File: config.mk
export PLATFORM = sky130hd
export DESIGN_NAME = prog_ram_loader
export DESIGN_NICKNAME = d
export VERILOG_FILES = /design/src/rtl/prog_ram_pkg.sv /design/src/rtl/prog_ram_boot_rom.sv /design/src/rtl/prog_ram_loader.sv
export SDC_FILE = /design/constraint.sdc
export NUM_CORES = 2
export LEC_CHECK = 0
export ABC_AREA = 0
export BUFFER_PORTS_ARGS = -buffer_cell sky130_fd_sc_hd__buf_2
export CAP_MARGIN = 10
export CELL_PAD_IN_SITES_DETAIL_PLACEMENT = 1
export CELL_PAD_IN_SITES_GLOBAL_PLACEMENT = 1
export CORE_ASPECT_RATIO = 1.25
export CORE_MARGIN = 3
export CORE_UTILIZATION = 58
export CTS_BUF_LIST = sky130_fd_sc_hd__clkbuf_4 sky130_fd_sc_hd__clkbuf_8
export CTS_CLUSTER_DIAMETER = 60
export DETAILED_ROUTE_END_ITERATION = 10
export PLACE_DENSITY_LB_ADDON = 0.1
export SYNTH_ARGS = -nofsm -noshare
export SYNTH_HDL_FRONTEND = slang
export SYNTH_SLANG_ARGS = --single-unit
File: constraint.sdc
create_clock -name clk -period 19.81 [get_ports clk]
set_input_delay 1.981 -clock clk [delete_from_list [all_inputs] [get_ports clk]]
set_output_delay 1.981 -clock clk [all_outputs]
set_load 0.02 [all_outputs]
File: src/rtl/prog_ram_pkg.sv
// Shared definitions for the RGBY program memory: default sizes, state encoding
// and the built-in boot image copied into RAM after every reset.
package prog_ram_pkg;

    localparam int DEF_ADDR_WIDTH = 8;
    localparam int DEF_DATA_WIDTH = 12;
    localparam int DEF_BOOT_LEN   = 57;
    localparam int IMAGE_LEN      = 57;

    typedef enum logic [1:0] {
        ST_BOOT = 2'd0,
        ST_RUN  = 2'd1,
        ST_LOAD = 2'd2
    } state_t;

    // Current development program; edit here only, the FSM never sees the table.
    localparam logic [11:0] BOOT_IMAGE [IMAGE_LEN] = '{
        12'h0F9, 12'h1A0, 12'h9F1, 12'hE09, 12'h2C4, 12'hB03, 12'h3D1, 12'h740,
        12'h0F2, 12'h8A5, 12'h4E0, 12'hC17, 12'h5B2, 12'h930, 12'h6A8, 12'hD01,
        12'h1F3, 12'h2E4, 12'h7C0, 12'hA55, 12'h3B6, 12'h8F0, 12'h4C9, 12'hE12,
        12'h0A7, 12'h5D3, 12'hB40, 12'h6E1, 12'h9C8, 12'h1B5, 12'hC70, 12'h2A6,
        12'hF00, 12'h3E9, 12'h7D2, 12'h0C4, 12'h8B1, 12'h4F7, 12'hD28, 12'h5A0,
        12'hA36, 12'h1C9, 12'hE54, 12'h6B3, 12'h2D7, 12'h9E0, 12'h3A1, 12'hB8C,
        12'h7F5, 12'h0D6, 12'hC23, 12'h4A9, 12'hF10, 12'h8C7, 12'h5E2, 12'h000,
        12'h000
    };

endpackage

File: src/rtl/prog_ram_boot_rom.sv
// Combinational boot-image lookup: word = image[idx] for idx < BOOT_LEN, else 0.
module prog_ram_boot_rom
    import prog_ram_pkg::*;
#(
    parameter int ADDR_WIDTH = DEF_ADDR_WIDTH,
    parameter int DATA_WIDTH = DEF_DATA_WIDTH,
    parameter int BOOT_LEN   = DEF_BOOT_LEN
) (
    input  logic [ADDR_WIDTH:0]   idx,
    output logic [DATA_WIDTH-1:0] word
);

    // Compare-and-select keeps the index width independent of the table size.
    always_comb begin
        word = '0;
        for (int i = 0; i < IMAGE_LEN; i++) begin
            if (i < BOOT_LEN && idx == (ADDR_WIDTH+1)'(i)) begin
                word = DATA_WIDTH'(BOOT_IMAGE[i]);
            end
        end
    end

endmodule

File: src/rtl/prog_ram_loader.sv
// RGBY program RAM with boot-image copy and streaming reload port.
// Optional macro PROG_RAM_WRITE_PROTECT_EN blocks CPU writes over the boot area.
//
// state   | meaning
// BOOT    | copy boot image, zero-fill the rest, one word per cycle
// RUN     | CPU owns the RAM, registered read-first access
// LOAD    | stream words into RAM from address 0 until ld_last or top
module prog_ram_loader
    import prog_ram_pkg::*;
#(
    parameter int ADDR_WIDTH = DEF_ADDR_WIDTH,
    parameter int DATA_WIDTH = DEF_DATA_WIDTH,
    parameter int BOOT_LEN   = DEF_BOOT_LEN
) (
    input  logic                  clk,
    input  logic                  reset,
    input  logic [ADDR_WIDTH-1:0] addr,
    input  logic [DATA_WIDTH-1:0] din,
    input  logic                  write_en,
    output logic [DATA_WIDTH-1:0] dout,
    output logic                  busy,
    input  logic                  ld_start,
    input  logic                  ld_valid,
    input  logic [DATA_WIDTH-1:0] ld_data,
    input  logic                  ld_last,
    output logic                  ld_ready,
    output logic                  ld_done
`ifdef PROG_RAM_WRITE_PROTECT_EN
    ,
    output logic                  wp_err
`endif
);

    localparam int DEPTH = 2 ** ADDR_WIDTH;
    localparam logic [ADDR_WIDTH:0] LAST_PTR = (ADDR_WIDTH+1)'(DEPTH - 1);
    localparam logic [ADDR_WIDTH:0] PTR_ONE  = (ADDR_WIDTH+1)'(1);

    state_t                state;
    logic [ADDR_WIDTH:0]   ptr;
    logic [DATA_WIDTH-1:0] mem [DEPTH];
    logic [DATA_WIDTH-1:0] boot_word;

    logic                  mem_we;
    logic [ADDR_WIDTH-1:0] mem_waddr;
    logic [DATA_WIDTH-1:0] mem_wdata;

`ifdef PROG_RAM_WRITE_PROTECT_EN
    localparam logic [ADDR_WIDTH:0] BOOT_END = (ADDR_WIDTH+1)'(BOOT_LEN);
    logic wp_block;
    assign wp_block = ({1'b0, addr} < BOOT_END);
`endif

    prog_ram_boot_rom #(
        .ADDR_WIDTH (ADDR_WIDTH),
        .DATA_WIDTH (DATA_WIDTH),
        .BOOT_LEN   (BOOT_LEN)
    ) u_boot_rom (
        .idx  (ptr),
        .word (boot_word)
    );

    // Single write port shared by boot copy, CPU and loader.
    always_comb begin
        mem_we    = 1'b0;
        mem_waddr = addr;
        mem_wdata = din;
        if (!reset) begin
            case (state)
                ST_BOOT: begin
                    mem_we    = 1'b1;
                    mem_waddr = ptr[ADDR_WIDTH-1:0];
                    mem_wdata = boot_word;
                end
                ST_RUN: begin
`ifdef PROG_RAM_WRITE_PROTECT_EN
                    mem_we = write_en && !wp_block;
`else
                    mem_we = write_en;
`endif
                end
                ST_LOAD: begin
                    mem_we    = ld_valid;
                    mem_waddr = ptr[ADDR_WIDTH-1:0];
                    mem_wdata = ld_data;
                end
                default: mem_we = 1'b0;
            endcase
        end
    end

    always_ff @(posedge clk) begin
        if (mem_we) begin
            mem[mem_waddr] <= mem_wdata;
        end
    end

    always_ff @(posedge clk) begin
        if (reset) begin
            state    <= ST_BOOT;
            ptr      <= '0;
            dout     <= '0;
            busy     <= 1'b1;
            ld_ready <= 1'b0;
            ld_done  <= 1'b0;
`ifdef PROG_RAM_WRITE_PROTECT_EN
            wp_err   <= 1'b0;
`endif
        end else begin
            ld_done <= 1'b0;
`ifdef PROG_RAM_WRITE_PROTECT_EN
            wp_err  <= 1'b0;
`endif
            case (state)
                ST_BOOT: begin
                    ptr <= ptr + PTR_ONE;
                    if (ptr == LAST_PTR) begin
                        state <= ST_RUN;
                        busy  <= 1'b0;
                        ptr   <= '0;
                    end
                end
                ST_RUN: begin
`ifdef PROG_RAM_WRITE_PROTECT_EN
                    wp_err <= write_en && wp_block;
`endif
                    if (ld_start) begin
                        state    <= ST_LOAD;
                        ptr      <= '0;
                        busy     <= 1'b1;
                        ld_ready <= 1'b1;
                        dout     <= '0;
                    end else begin
                        dout <= mem[addr];
                    end
                end
                ST_LOAD: begin
                    if (ld_valid) begin
                        ptr <= ptr + PTR_ONE;
                        // Stop at the top word so a long stream never wraps onto address 0.
                        if (ld_last || ptr == LAST_PTR) begin
                            state    <= ST_RUN;
                            busy     <= 1'b0;
                            ld_ready <= 1'b0;
                            ld_done  <= 1'b1;
                        end
                    end
                end
                default: begin
                    state <= ST_BOOT;
                    ptr   <= '0;
                    busy  <= 1'b1;
                end
            endcase
        end
    end

endmodule

==> results by group <==
Timing
  – Fin. Hold Viols: 0
  – RSZ-0062 raised after global routing: no
  – Max-slew violation count: 0
  – Final hold slack: 492 ps
  – Fmax: 0.150 GHz
  – Worst Max-Slew Pin Slew: 1400 ps
  – Slew HR: 0.0662
  – Worst Slack Setup Final: 13130 ps
  – Skew final: 74.1 ps
  – Min Tclk post-route: 6680 ps
  – Setup_tns: 0 ps
  – Final setup viols: 0
  – Fraction of the cycle the final worst path needs: 0.337

Final layout
  – Design Area, Final: 135000 um2
  – Final nets: 6462
  – Layout Cells excl Fill: 9536
  – Layout cell share with drive strength beyond 1: 0.277
  – Final core utilization: 0.651
  – Area grow syn2layout: 11.6%

Placement
  – HPWL after DPL: 211 mm
  – Placed cells: about 8700
  – PortBufs: 52
  – Pre-CTS setup slack: roughly 12000 ps
  – Final GP Congestion: 0.901
  – Post-placement cell area: 126000 um2

Logic synthesis
  – Synth async-reset ratio: 0
  – #FFs+latches synth: a little over 3000
  – Synth Flop Type: edfxtp_1
  – Number of synthesized flops with an enable pin: 3072
  – Mapped cell area: 121000 um2
  – Area leader, netlist: edfxtp_1
  – Register area share after synthesis: 0.765
  – Synth cell types: 71
  – Synthesis Warnings: 0
  – Synthesized Nets: 5979
  – Post-Synthesis Cells: roughly 5900
  – Post-synth top area share: 0.761
  – Dominant cells by area after synthesis: edfxtp_1, mux4_2, mux2i_1
  – Syn_area_per_cell: 20.4 um2

Route
  – Initial DRC Count: 7954
  – Avg WL per Cell: 35.8 um
  – DRC: 0
  – DRT Pass-1 Iters: 5
  – Vias/cell: between 6 and 7
  – Routed WL: 342 mm
  – Total number of vias: about 64000
  – Routed Antenna Nets: 0

Floorplanning
  – Die area: 215000 um2
  – I/O pins: 53
  – Row count: roughly 190
  – Die Ht: 517 um
  – Die W: between 400 and 500 um
  – Core ar.: 208000 um2
  – Initial core utilization: 0.584

Critical path
  – Critical Path RT: ~21000 ps
  – CP Max Fanout: 52
  – R2R setup slack: 13500 ps
  – Crit-path max cell delay: a little under 800 ps
  – Worst R2R Start: ptr[0]$_SDFFE_PP0P_
  – Worst path top cell family by delay: buffers and inverters
  – Crit-path most repeated cell: buf_4
  – Worst Path Arrival: 7590 ps
  – Startpoint type of the worst setup path: input pin
  – Slowest-stage cell, CP: buf_4
  – Worst path bufs/invs: 5
  – Crit. Startpoint: addr[1]
  – Worst flop-to-flop path endpoint: mem[100][6]$_DFFE_PP_
  – Type of the worst setup path: in2reg
  – Reg2Reg Depth: 12
  – Nature of the critical path endpoint: flop
  – CP cell instances: buf_8, buf_4, buf_4, buf_4, buf_4, mux2i_1, a22oi_1, a22oi_1, o211ai_1, o21bai_1, nand4_1, a221o_1

Global route
  – Vias in the first global route: 66600
  – Initial antenna violation count: 14
  – Gr ovfl total: 0
  – Largest net degree at the start of global routing: 206
  – Global Route Usage Sum: 0.321
  – First-pass GRT wire length: 491 mm

Clocking
  – Clk slew on worst S/H paths: 70 ps
  – CTS-repair resized insts: 0
  – Clk buf depth: 4
  – CTS Buf Count: 455
  – CTS H-tree depth: 5
  – Root Buffer: clkbuf_8
  – CTS tree: done
  – CTS hold repair buffers: 0
  – CTS Sinks: around 3100
  – Worst-Skew Late Latency: 1040 ps
  – Post-CTS Setup Bufs: 0

Worst hold path
  – WHS Path Cells: 2
  – Min-Delay Endpoint: ld_ready$_SDFFE_PP0P_
  – Critical hold path startpoint: ld_ready$_SDFFE_PP0P_
  – Hold Path Class: reg2reg

Pwr
  – Worst-case vdd ir drop: 0.0710 mV
  – Pwr dens: slightly below 100 nW/um2
  – LEAKAGE: 43.2 nW
  – Total power draw: 13.2 mW

Run
  – Max-cap check violation count: 0

Run status
  – Status: finished, final reports clean
[flip-flops by register name, indices dropped and copies added, names as in the netlist]
signal,count
ld_ready,1
mem,3072
ld_done,1
dout,12
state,2
ptr,9
busy,1
[tightest hold or removal path: stages, from the launching register on]
cell     delay, ps
dfxtp_1        320
o21ai_0         70
a21oi_1         60
[cells by family (layout without fill, tap and decap cells)]
family | after synthesis | after routing | share of synthesized area
AOI/OAI and AO/OA | 707 | 707 | 0.0412
buffers and inverters | 381 | 1232 | 0.0138
other | 0 | 10 | 0
DFF | 3098 | 3098 | 0.765
xor gates and xnor gates | 8 | 8 | 0.000578
adders and majority gates | 6 | 6 | 0.000619
muxes | 962 | 962 | 0.150
and+or+nand+nor | 773 | 773 | 0.0289
[metal layers]
metal	global-route usage	routed length, um	vias up
met2	0.519	168000	3362
met4	0.154	18000	8
met1	0.429	127000	34300
met5	0	61	-
met3	0.0590	28700	673
li1	-	-	25900
[area by class of cell]
class                   count  area, um2
flip-flops and latches   3098      92800
fillers                 17000      72500
multi-input cells        2456      27200
clock buffers             616       7580
well taps                2740       3430
repair buffers            393       3060
clock inverters           209       1210
inverters                  14       52.6
diodes                     10       25.0
[power breakdown]
part           switching [mW]  internal [mW]  total, mW
clock                    2.43           2.58       5.01
combinational           0.571          0.220      0.791
sequential            0.00372           7.35       7.35
[cells in the final DEF, fill, tap and decap left out, types with 21 or more instances in the layout]
master	Yosys	routed
clkinv_2	0	72
nand2b_1	21	21
a221oi_1	32	32
nor3_1	32	30
clkbuf_4	0	143
nor2_1	365	348
clkbuf_8	0	475
edfxtp_1	3072	3072
buf_4	4	313
dfxtp_1	26	25
nand4_1	36	36
clkinv_1	0	107
o22ai_1	112	111
a211oi_1	77	77
mux4_2	684	684
a22oi_1	159	159
mux2i_1	278	278
nand2_1	122	122
nor2b_1	39	35
a21oi_1	59	55
buf_2	109	50
nand3_1	92	78
o21ai_0	101	100
[synthesized netlist by cell type (14+ instances only)]
cell,number
edfxtp_1,3072
mux4_2,684
nor2_1,365
mux2i_1,278
clkbuf_1,206
a22oi_1,159
nand2_1,122
o22ai_1,112
buf_2,109
o21ai_0,101
nand3_1,92
a211oi_1,77
a21oi_1,59
nor2b_1,39
buf_1,36
nand4_1,36
a221oi_1,32
nor3_1,32
dfxtp_1,26
nand2b_1,21
o211ai_1,16
o31ai_1,16
a22o_1,15
o21a_1,14
[worst max-delay path by stage]
stage | endpoint | slack (ps) | cells past startpoint
CTS | dout[4]$_SDFFE_PP0P_ | 13240 | 10
global placement | dout[5]$_SDFFE_PP0P_ | 11860 | 10
floorplan | mem[0][3]$_DFFE_PP_ | 4450 | 4
finish | dout[1]$_SDFFE_PP0P_ | 13130 | 12
detailed placement | dout[4]$_SDFFE_PP0P_ | 12140 | 10
global route | dout[1]$_SDFFE_PP0P_ | 13090 | 12
No activity file was read; power rests on OpenSTA's default activity.
